`src/rtl/ram_pkg.sv`:
```
// Shared types and default sizes for the synchronous RAM slice.
package ram_pkg;

  typedef enum logic {
    CLEAR = 1'b0,
    READY = 1'b1
  } ram_state_t;

  localparam int RAM_DATA_W = 2;
  localparam int RAM_ADDR_W = 2;

endpackage

```
`src/rtl/ram_clear_fsm.sv`:
```
// Post-reset clear sequencer: sweeps every address once, then raises ready.
module ram_clear_fsm
  import ram_pkg::*;
#(
  parameter int ADDR_W = RAM_ADDR_W
) (
  input  logic              clk,
  input  logic              rst,
  output logic              clr_we,
  output logic [ADDR_W-1:0] clr_addr,
  output logic              ready
);

  ram_state_t        state_q, state_d;
  logic [ADDR_W-1:0] ptr_q, ptr_d;
  logic              ready_q, ready_d;

  always_ff @(posedge clk) begin
    if (rst) begin
      state_q <= CLEAR;
      ptr_q   <= '0;
      ready_q <= 1'b0;
    end else begin
      state_q <= state_d;
      ptr_q   <= ptr_d;
      ready_q <= ready_d;
    end
  end

  // Pointer wraps to 0 on the last clear write; it is unused once READY.
  always_comb begin
    state_d = state_q;
    ptr_d   = ptr_q;
    ready_d = ready_q;
    clr_we  = 1'b0;
    case (state_q)
      CLEAR: begin
        clr_we = ~rst;
        ptr_d  = ptr_q + 1'b1;
        if (ptr_q == '1) begin
          state_d = READY;
          ready_d = 1'b1;
        end
      end
      READY: ;
      default: state_d = CLEAR;
    endcase
  end

  assign clr_addr = ptr_q;
  assign ready    = ready_q;

endmodule

```
`src/rtl/ram_sync.sv`:
```
// One-write/one-read synchronous RAM with registered read, read-first on
// address collision, and a clear sweep after every reset.
module ram_sync
  import ram_pkg::*;
#(
  parameter int                DATA_W    = RAM_DATA_W,
  parameter int                ADDR_W    = RAM_ADDR_W,
  parameter logic [DATA_W-1:0] CLEAR_VAL = '0
) (
  input  logic              clk,
  input  logic              rst,
  input  logic              we,
  input  logic [ADDR_W-1:0] waddr,
  input  logic [DATA_W-1:0] wdata,
  input  logic              re,
  input  logic [ADDR_W-1:0] raddr,
  output logic [DATA_W-1:0] rdata,
  output logic              rvalid,
  output logic              ready
);

  localparam int DEPTH = 2 ** ADDR_W;

  logic [DATA_W-1:0] mem [DEPTH];

  logic              clr_we;
  logic [ADDR_W-1:0] clr_addr;

  logic              wr_en;
  logic [ADDR_W-1:0] wr_addr;
  logic [DATA_W-1:0] wr_data;
  logic              rd_acc;
  logic [DATA_W-1:0] rdata_q;
  logic              rvalid_q;

  ram_clear_fsm #(.ADDR_W(ADDR_W)) u_clr (
    .clk      (clk),
    .rst      (rst),
    .clr_we   (clr_we),
    .clr_addr (clr_addr),
    .ready    (ready)
  );

  // clr_we and ready are mutually exclusive, so the sweep simply owns the port.
  always_comb begin
    wr_en   = clr_we | (ready & we & ~rst);
    wr_addr = clr_we ? clr_addr : waddr;
    wr_data = clr_we ? CLEAR_VAL : wdata;
    rd_acc  = ready & re & ~rst;
  end

  always_ff @(posedge clk) begin
    if (wr_en) mem[wr_addr] <= wr_data;
  end

  // Nonblocking update of mem makes same-address read-during-write read-first.
  always_ff @(posedge clk) begin
    if (rst) begin
      rdata_q  <= '0;
      rvalid_q <= 1'b0;
    end else begin
      rvalid_q <= rd_acc;
      if (rd_acc) rdata_q <= mem[raddr];
    end
  end

  assign rdata  = rdata_q;
  assign rvalid = rvalid_q;

endmodule
```
`config.mk`:
```
export PLATFORM = sky130hd
export DESIGN_NAME = ram_sync
export DESIGN_NICKNAME = d
export VERILOG_FILES = /design/src/rtl/ram_pkg.sv /design/src/rtl/ram_clear_fsm.sv /design/src/rtl/ram_sync.sv
export SDC_FILE = /design/constraint.sdc
export NUM_CORES = 1
export LEC_CHECK = 0
export ABC_CLOCK_PERIOD_IN_PS = 3800
export CORE_AREA = 2 2 40 42
export DETAILED_ROUTE_END_ITERATION = 10
export DIE_AREA = 0 0 42 44
export PLACE_DENSITY_LB_ADDON = 0.1
export SLEW_MARGIN = 20
export SYNTH_ARGS = -nofsm -noshare
export SYNTH_HDL_FRONTEND = slang
export SYNTH_SLANG_ARGS = --single-unit
```
`constraint.sdc`:
```
create_clock -name clk -period 3.8 [get_ports clk]
set_clock_uncertainty 0.15 [all_clocks]
set_input_delay 0.76 -clock clk [delete_from_list [all_inputs] [get_ports clk]]
set_output_delay 0.76 -clock clk [all_outputs]
set_load 0.01 [all_outputs]
```
==> run_summary.xml, run 1 <==
<?xml version="1.0" encoding="UTF-8"?>
<metrics>
  <group name="finish">
    <metric name="fin_area" unit="um^2">831</metric>
    <metric name="final_nets" unit="">76</metric>
    <metric name="antenna_cells_inserted" unit="">0</metric>
    <metric name="layout-drive-gt1-share" unit="%">17.2</metric>
    <metric name="post-route-util" unit="%">58.6</metric>
    <metric name="area_growth_syn_to_layout" unit="%">24.3</metric>
  </group>
  <group name="floorplanning">
    <metric name="design.core.area" unit="mm^2">0.00142</metric>
    <metric name="horizontal_die_dimension" unit="um">42</metric>
    <metric name="initial_standard_cell_utilization_of_the_core" unit="%">47.1</metric>
    <metric name="floorplan.rows" unit="">14</metric>
    <metric name="dieHeight" unit="um">44</metric>
    <metric name="top_level_ports" unit="">14</metric>
    <metric name="die_area" unit="mm^2">0.00185</metric>
  </group>
  <group name="worst_setup_path">
    <metric name="launching_point_of_the_worst_reg2reg_path" unit="">u_clr.state_q</metric>
    <metric name="worst_r2r_endpoint" unit="">mem[2][1]</metric>
    <metric name="worstPathCellList" unit="">clkdlybuf4s50_1, or3b_1, a221oi_1</metric>
    <metric name="timing.setup.critical_path_class" unit="">primary input to flop</metric>
    <metric name="r2r_cells" unit="">2</metric>
    <metric name="worstPathRequired" unit="ns">3.59</metric>
    <metric name="rrSetupSlack" unit="ns">1.92</metric>
    <metric name="critPathMaxFanout" unit="">17</metric>
    <metric name="timing.critical_path.to_type" unit="">flop</metric>
    <metric name="critPathArrivalTime" unit="ns">2.32</metric>
    <metric name="slowest_delay" unit="ns">0.67</metric>
    <metric name="slowest_stage" unit="">clkdlybuf4s50_1</metric>
    <metric name="critPathLaunchType" unit="">primary input</metric>
  </group>
  <group name="status">
    <metric name="run_status" unit="">completed</metric>
  </group>
  <group name="place">
    <metric name="placement.io_buffers" unit="">13</metric>
    <metric name="post_dp_cell_area" unit="um^2">803</metric>
    <metric name="dp_hpwl" unit="um">834</metric>
    <metric name="gp_congestion" unit="">0.737</metric>
  </group>
  <group name="synthesis">
    <metric name="synthesis.instances" unit="">49</metric>
    <metric name="post-synth-top-area-fraction" unit="%">36.0</metric>
    <metric name="synth_sequential_area_ratio" unit="%">56.9</metric>
    <metric name="ys_seq_elements" unit="">15</metric>
    <metric name="ys_types" unit="">25</metric>
    <metric name="synthesis.area_per_instance" unit="um^2">13.6</metric>
    <metric name="synth_top_cell_by_area" unit="">edfxtp_1</metric>
    <metric name="synth.net_count" unit="">60</metric>
    <metric name="post_synth_main_area_contributors" unit="">edfxtp_1 (36%), dfxtp_1 (21%), mux4_2 (6.7%)</metric>
    <metric name="syn-cell-area" unit="um^2">668</metric>
    <metric name="yosys_most_used_dff" unit="">edfxtp_1</metric>
    <metric name="synth_edf_count" unit="">8</metric>
    <metric name="async_flop_share" unit="%">0</metric>
    <metric name="yosysWarnings" unit="">0</metric>
  </group>
  <group name="global_route">
    <metric name="overflow" unit="">0</metric>
    <metric name="grt_pass1_wl" unit="um">1800</metric>
    <metric name="grt_pass1_vias" unit="">418</metric>
    <metric name="global_route.usage.total" unit="%">13.9</metric>
    <metric name="antenna_violations_before_repair" unit="">0</metric>
    <metric name="grt_max_degree" unit="">18</metric>
  </group>
  <group name="hold_path">
    <metric name="hold_path.class" unit="">flop to flop</metric>
    <metric name="hold_path_startpoint" unit="">u_clr.ready</metric>
    <metric name="timing.hold.worst_path_depth" unit="">2</metric>
    <metric name="min_to" unit="">u_clr.ready</metric>
  </group>
  <group name="sta">
    <metric name="min_clock_period_post_route" unit="ns">2.53</metric>
    <metric name="hold_violations" unit="">0</metric>
    <metric name="tns" unit="ns">0</metric>
    <metric name="timing.final.max_slew_violations" unit="">0</metric>
    <metric name="relSlewSlack" unit="%">61.3</metric>
    <metric name="achievable-frequency" unit="MHz">396</metric>
    <metric name="worst_max_slew_pin_slew" unit="ns">0.579</metric>
    <metric name="setup_viol" unit="">0</metric>
    <metric name="timing.final.crit_share" unit="%">66.5</metric>
    <metric name="grt_setup_unrepaired" unit="">no</metric>
  </group>
  <group name="routing">
    <metric name="routed-via-count" unit="">432</metric>
    <metric name="drt-initial-drc-count" unit="">3</metric>
    <metric name="route.detailed.wl_per_inst" unit="um">13.2</metric>
    <metric name="remaining_drc_errors" unit="">0</metric>
    <metric name="final_antenna_net_count" unit="">0</metric>
    <metric name="wl_final" unit="um">1060</metric>
    <metric name="detailed_router_iteration_count_before_antenna_repair" unit="">2</metric>
    <metric name="avgViaCountPerCell" unit="">5.40</metric>
  </group>
  <group name="clocking">
    <metric name="clock_tree.buffer_depth" unit="">2</metric>
    <metric name="cts_buffers" unit="">3</metric>
    <metric name="clkSlewWorstSetupHoldPaths" unit="ns">0.09</metric>
    <metric name="ctsHoldBuffers" unit="">0</metric>
    <metric name="cts.sink_count" unit="">15</metric>
    <metric name="postCtsSetupRepairBufs" unit="">0</metric>
    <metric name="clock_tree.root_cell" unit="">clkbuf_4</metric>
    <metric name="h-tree-depth" unit="">1</metric>
    <metric name="cts_tree" unit="">done</metric>
    <metric name="worst_skew_pair.late_latency" unit="ns">0.28</metric>
    <metric name="cts_resized" unit="">0</metric>
  </group>
  <group name="power">
    <metric name="power-per-cell-area" unit="mW/mm^2">420</metric>
    <metric name="vdd_ir_drop_max" unit="mV">0.215</metric>
    <metric name="leakagePower" unit="nW">0.295</metric>
  </group>
  <group name="flow_run">
    <metric name="timing.max_cap.violations" unit="">0</metric>
  </group>
</metrics>
-- power breakdown --
part | leakage [nW] | internal, mW | total (mW) | switching (mW)
combinational | 0.146 | 0.0350 | 0.0601 | 0.0251
clock | 0.0177 | 0.0390 | 0.0883 | 0.0493
sequential | 0.132 | 0.188 | 0.200 | 0.0127
-- stage by stage --
| step | setup slack (ns) | hold slack, ns | power, mW | std cells |
|---|---|---|---|---|
| detailed placement | 0.982 | 0.367 | 0.265 | 76 |
| global route | 1.12 | 0.418 | 0.369 | 80 |
| finish | 1.27 | 0.377 | 0.349 | 80 |
| CTS | 1.29 | 0.382 | 0.355 | 80 |
| global placement | 0.963 | 0.365 | 0.264 | 76 |
| floorplan | 1.84 | 0.356 | 0.243 | 49 |
-- cell usage in the layout (no fill, tap or decap), types with 3 or more instances in the layout --
master           synthesis  routed
o21a_1                   3       3
dfxtp_1                  7       7
clkbuf_4                 0       3
clkdlybuf4s50_1          0      13
nor2_1                   4       4
edfxtp_1                 8       8
-- critical path: cells and delay by family --
kind	cells	cell delay, ns
simple gates	1	0.49
compound gates	1	0.40
buf+inv	1	0.67
-- registers in the layout, indices dropped and copies added (netlist names) --
register	count
mem	8
rdata	2
u_clr.clr_addr	2
rvalid	1
u_clr.ready	1
u_clr.state_q	1
-- layer usage --
layer	track usage [%]	wire length [um]	share of wire, %
met5	0	0	0
met1	15.4	436	41
met4	7.74	0	0
met3	4.58	51	4.8
met2	23.4	569	54
-- synth_stat cells, types with 2 or more instances --
library cell,number
a221oi_1,2
mux2_2,2
nor2b_1,2
dfxtp_1,7
inv_1,2
edfxtp_1,8
nand2b_1,2
mux4_2,2
nor2_1,4
o21a_1,3
-- cell families after synthesis --
group | count (synthesis) | share of synthesized area [%]
flip-flops | 15 | 56.9
AND/OR/NAND/NOR | 14 | 13.7
AO/OA/AOI/OAI | 9 | 11.2
multiplexers | 5 | 11.6
buffers and inverters | 4 | 3.37
XOR/XNOR | 1 | 1.31
adder cells (fa/ha/maj) | 1 | 1.87
-- worst max path at each step --
stage	start	to	slack [ns]	depth (start not counted)
after global routing	rst	mem[3][1]	1.12	3
after detailed placement	rst	mem[2][0]	0.98	3
after floorplan	rst	mem[1][0]	1.84	2
after CTS	rst	mem[2][1]	1.29	3
after global placement	rst	mem[2][0]	0.96	3
final	rst	mem[3][1]	1.27	3
-- area by class of cell --
| class | instances | area [um^2] |
|---|---|---|
| Clock inverter | 1 | 5.00 |
| Fill cell | 114 | 588 |
| Clock buffer | 3 | 22.5 |
| Timing Repair Buffer | 13 | 130 |
| Sequential cell | 15 | 380 |
| Inverter | 2 | 7.51 |
| Multi-Input combinational cell | 30 | 265 |
| Tap cell | 16 | 20.0 |
(Power assumes the default switching activity.)
==> inputs of run 2 (changes only) <==
--- a/config.mk
+++ b/config.mk
@@ -5,10 +5,10 @@
 export SDC_FILE = /design/constraint.sdc
 export NUM_CORES = 1
 export LEC_CHECK = 0
-export ABC_CLOCK_PERIOD_IN_PS = 3800
-export CORE_AREA = 2 2 40 42
+export ABC_CLOCK_PERIOD_IN_PS = 2100
+export CORE_AREA = 2 2 43 45
 export DETAILED_ROUTE_END_ITERATION = 10
-export DIE_AREA = 0 0 42 44
+export DIE_AREA = 0 0 45 47
 export PLACE_DENSITY_LB_ADDON = 0.1
 export SLEW_MARGIN = 20
 export SYNTH_ARGS = -nofsm -noshare
==> constraint.sdc (replaced) <==
create_clock -name clk -period 2.1 [get_ports clk]
set_clock_uncertainty 0.15 [all_clocks]
set_input_delay 0.42 -clock clk [delete_from_list [all_inputs] [get_ports clk]]
set_output_delay 0.42 -clock clk [all_outputs]
set_load 0.01 [all_outputs]
==> run 2 against run 1 <==
Die area rose by 14%; cell count rose by 6.3%; global-route usage decreased by 1.3 points; first-iteration DRC count is 33% higher; clock-buffer cell count is 1 higher; critical path type unchanged; highest routed layer is now met4.
==> run_summary.xml, run 2 (synthesis gave the netlist of run 1 again) <==
<?xml version="1.0" encoding="UTF-8"?>
<metrics>
  <group name="finish">
    <metric name="register_bank_with_the_most_flops" unit="">mem</metric>
    <metric name="fin_area" unit="um^2">861</metric>
    <metric name="layout.cells.most_common_list" unit="">clkdlybuf4s50_1 (13), edfxtp_1 (8), dfxtp_1 (7)</metric>
    <metric name="final_nets" unit="">80</metric>
    <metric name="layout-drive-gt1-share" unit="%">20.6</metric>
    <metric name="most_common_cell_after_layout_fill_and_taps_aside" unit="">clkdlybuf4s50_1</metric>
    <metric name="antenna_cells_inserted" unit="">0</metric>
    <metric name="largest_register_ffs" unit="">8</metric>
    <metric name="area_growth_syn_to_layout" unit="%">28.8</metric>
  </group>
  <group name="power">
    <metric name="leakagePower" unit="nW">0.312</metric>
    <metric name="vdd_ir_drop_max" unit="mV">0.367</metric>
    <metric name="power-per-cell-area" unit="mW/mm^2">739</metric>
  </group>
  <group name="worst_setup_path">
    <metric name="worstPathCellList" unit="">clkdlybuf4s50_1, or3b_1, a221oi_1</metric>
    <metric name="worstPathRequired" unit="ns">1.89</metric>
    <metric name="rrSetupSlack" unit="ns">0.28</metric>
    <metric name="launching_point_of_the_worst_reg2reg_path" unit="">u_clr.state_q</metric>
    <metric name="slowest_stage" unit="">clkdlybuf4s50_1</metric>
    <metric name="worst_r2r_endpoint" unit="">mem[0][0]</metric>
    <metric name="cp_num_buf_inv" unit="">1</metric>
    <metric name="timing.critical_path.to_type" unit="">flop</metric>
    <metric name="critPathLaunchType" unit="">primary input</metric>
    <metric name="critPathMaxFanout" unit="">3</metric>
    <metric name="worst_path_dominant_cell_family" unit="">buffers and inverters</metric>
    <metric name="timing.setup.critical_path_class" unit="">primary input to flop</metric>
    <metric name="slowest_delay" unit="ns">0.45</metric>
    <metric name="critPathArrivalTime" unit="ns">1.68</metric>
    <metric name="r2r_cells" unit="">2</metric>
  </group>
  <group name="clocking">
    <metric name="cts.sink_count" unit="">15</metric>
    <metric name="postCtsSetupRepairBufs" unit="">0</metric>
    <metric name="cts_tree" unit="">done</metric>
    <metric name="worst_skew_pair.late_latency" unit="ns">0.27</metric>
    <metric name="clkSlewWorstSetupHoldPaths" unit="ns">0.08</metric>
    <metric name="cts_buffers" unit="">3</metric>
    <metric name="cts_resized" unit="">0</metric>
    <metric name="clock_tree.buffer_depth" unit="">2</metric>
    <metric name="ctsHoldBuffers" unit="">0</metric>
    <metric name="h-tree-depth" unit="">1</metric>
    <metric name="clock_tree.root_cell" unit="">clkbuf_4</metric>
  </group>
  <group name="floorplanning">
    <metric name="die_area" unit="mm^2">0.00212</metric>
    <metric name="initial_standard_cell_utilization_of_the_core" unit="%">40.5</metric>
    <metric name="top_level_ports" unit="">14</metric>
    <metric name="design.core.area" unit="mm^2">0.00165</metric>
    <metric name="dieHeight" unit="um">47</metric>
    <metric name="horizontal_die_dimension" unit="um">45</metric>
    <metric name="floorplan.rows" unit="">15</metric>
  </group>
  <group name="global_route">
    <metric name="grt_pass1_wl" unit="um">1790</metric>
    <metric name="global_route.usage.total" unit="%">12.5</metric>
    <metric name="antenna_violations_before_repair" unit="">0</metric>
    <metric name="grt_pass1_vias" unit="">412</metric>
    <metric name="grt_max_degree" unit="">15</metric>
    <metric name="overflow" unit="">0</metric>
  </group>
  <group name="status">
    <metric name="run_status" unit="">completed</metric>
  </group>
  <group name="routing">
    <metric name="remaining_drc_errors" unit="">0</metric>
    <metric name="routed-via-count" unit="">452</metric>
    <metric name="wl_final" unit="um">1060</metric>
    <metric name="detailed_router_iteration_count_before_antenna_repair" unit="">5</metric>
    <metric name="route.detailed.wl_per_inst" unit="um">12.5</metric>
    <metric name="avgViaCountPerCell" unit="">5.32</metric>
    <metric name="drt-initial-drc-count" unit="">4</metric>
    <metric name="final_antenna_net_count" unit="">0</metric>
  </group>
  <group name="sta">
    <metric name="timing.final.crit_share" unit="%">90.3</metric>
    <metric name="tns" unit="ns">0</metric>
    <metric name="min_clock_period_post_route" unit="ns">1.90</metric>
    <metric name="relSlewSlack" unit="%">70.7</metric>
    <metric name="achievable-frequency" unit="MHz">527</metric>
    <metric name="grt_setup_unrepaired" unit="">no</metric>
    <metric name="timing.final.max_slew_violations" unit="">0</metric>
    <metric name="worst_max_slew_pin_slew" unit="ns">0.439</metric>
    <metric name="setup_viol" unit="">0</metric>
    <metric name="hold_violations" unit="">0</metric>
  </group>
  <group name="place">
    <metric name="placement.io_buffers" unit="">13</metric>
    <metric name="post_dp_cell_area" unit="um^2">835</metric>
    <metric name="gp_congestion" unit="">0.780</metric>
  </group>
  <group name="hold_path">
    <metric name="timing.hold.worst_path_depth" unit="">2</metric>
    <metric name="hold_path_startpoint" unit="">u_clr.ready</metric>
    <metric name="hold_path.class" unit="">flop to flop</metric>
    <metric name="min_to" unit="">u_clr.ready</metric>
  </group>
  <group name="flow_run">
    <metric name="timing.max_cap.violations" unit="">0</metric>
  </group>
</metrics>
run 2: cell types whose count changed in the layout (fill, tap and decap cells not counted), sizes merged:
cell / previous run / this run
clkbuf: 3 / 4
buf: 0 / 4
clkinv: 1 / 0
run 2: worst max path at each step:
stage	start	to	slack (ns)	cells after the start
2_1_floorplan	rst	mem[1][0]	0.48	2
3_3_place_gp	rst	mem[2][0]	-0.05	5
3_5_place_dp	rst	mem[1][1]	-0.08	3
4_1_cts	rst	mem[1][1]	0.21	3
5_1_grt	u_clr.state_q	mem[0][0]	0.11	2
6_report	rst	mem[1][1]	0.20	3
run 2: cell type report:
type                            count  area [um^2]
Tap cell                           17         21.3
Multi-Input combinational cell     30          265
Sequential cell                    15          380
Timing Repair Buffer               17          160
Clock buffer                        4         26.3
Fill cell                         143          791
Inverter                            2         7.51
run 2: tightest hold or removal path: stages (launching register included):
cell and delay [ns]:
dfxtp_1 0.37, inv_1 0.07, a21oi_1 0.05
run 2: stage by stage:
step	worst slack [ns]	power [mW]	instances	utilization (%)	hold slack [ns]
6_report	0.203	0.636	85	52.1	0.374
3_5_place_dp	-0.0831	0.487	81	50.5	0.371
4_1_cts	0.214	0.646	85	52.1	0.384
3_3_place_gp	-0.0513	0.486	81	50.5	0.359
5_1_grt	0.108	0.680	85	52.1	0.430
2_1_floorplan	0.483	0.440	49	-	0.356
run 2: metal layers:
metal	GRT usage, %	vias to the layer above	wire length (um)
met4	7.06	0	18
met5	0	-	0
met1	15.9	204	495
li1	-	224	-
met2	19.1	22	467
met3	3.85	2	80
run 2: report_power, final:
| part | leakage (nW) | total [mW] | switching (mW) | internal [mW] |
|---|---|---|---|---|
| sequential | 0.132 | 0.361 | 0.0214 | 0.340 |
| combinational | 0.166 | 0.118 | 0.0493 | 0.0691 |
| clock | 0.0150 | 0.157 | 0.0835 | 0.0736 |
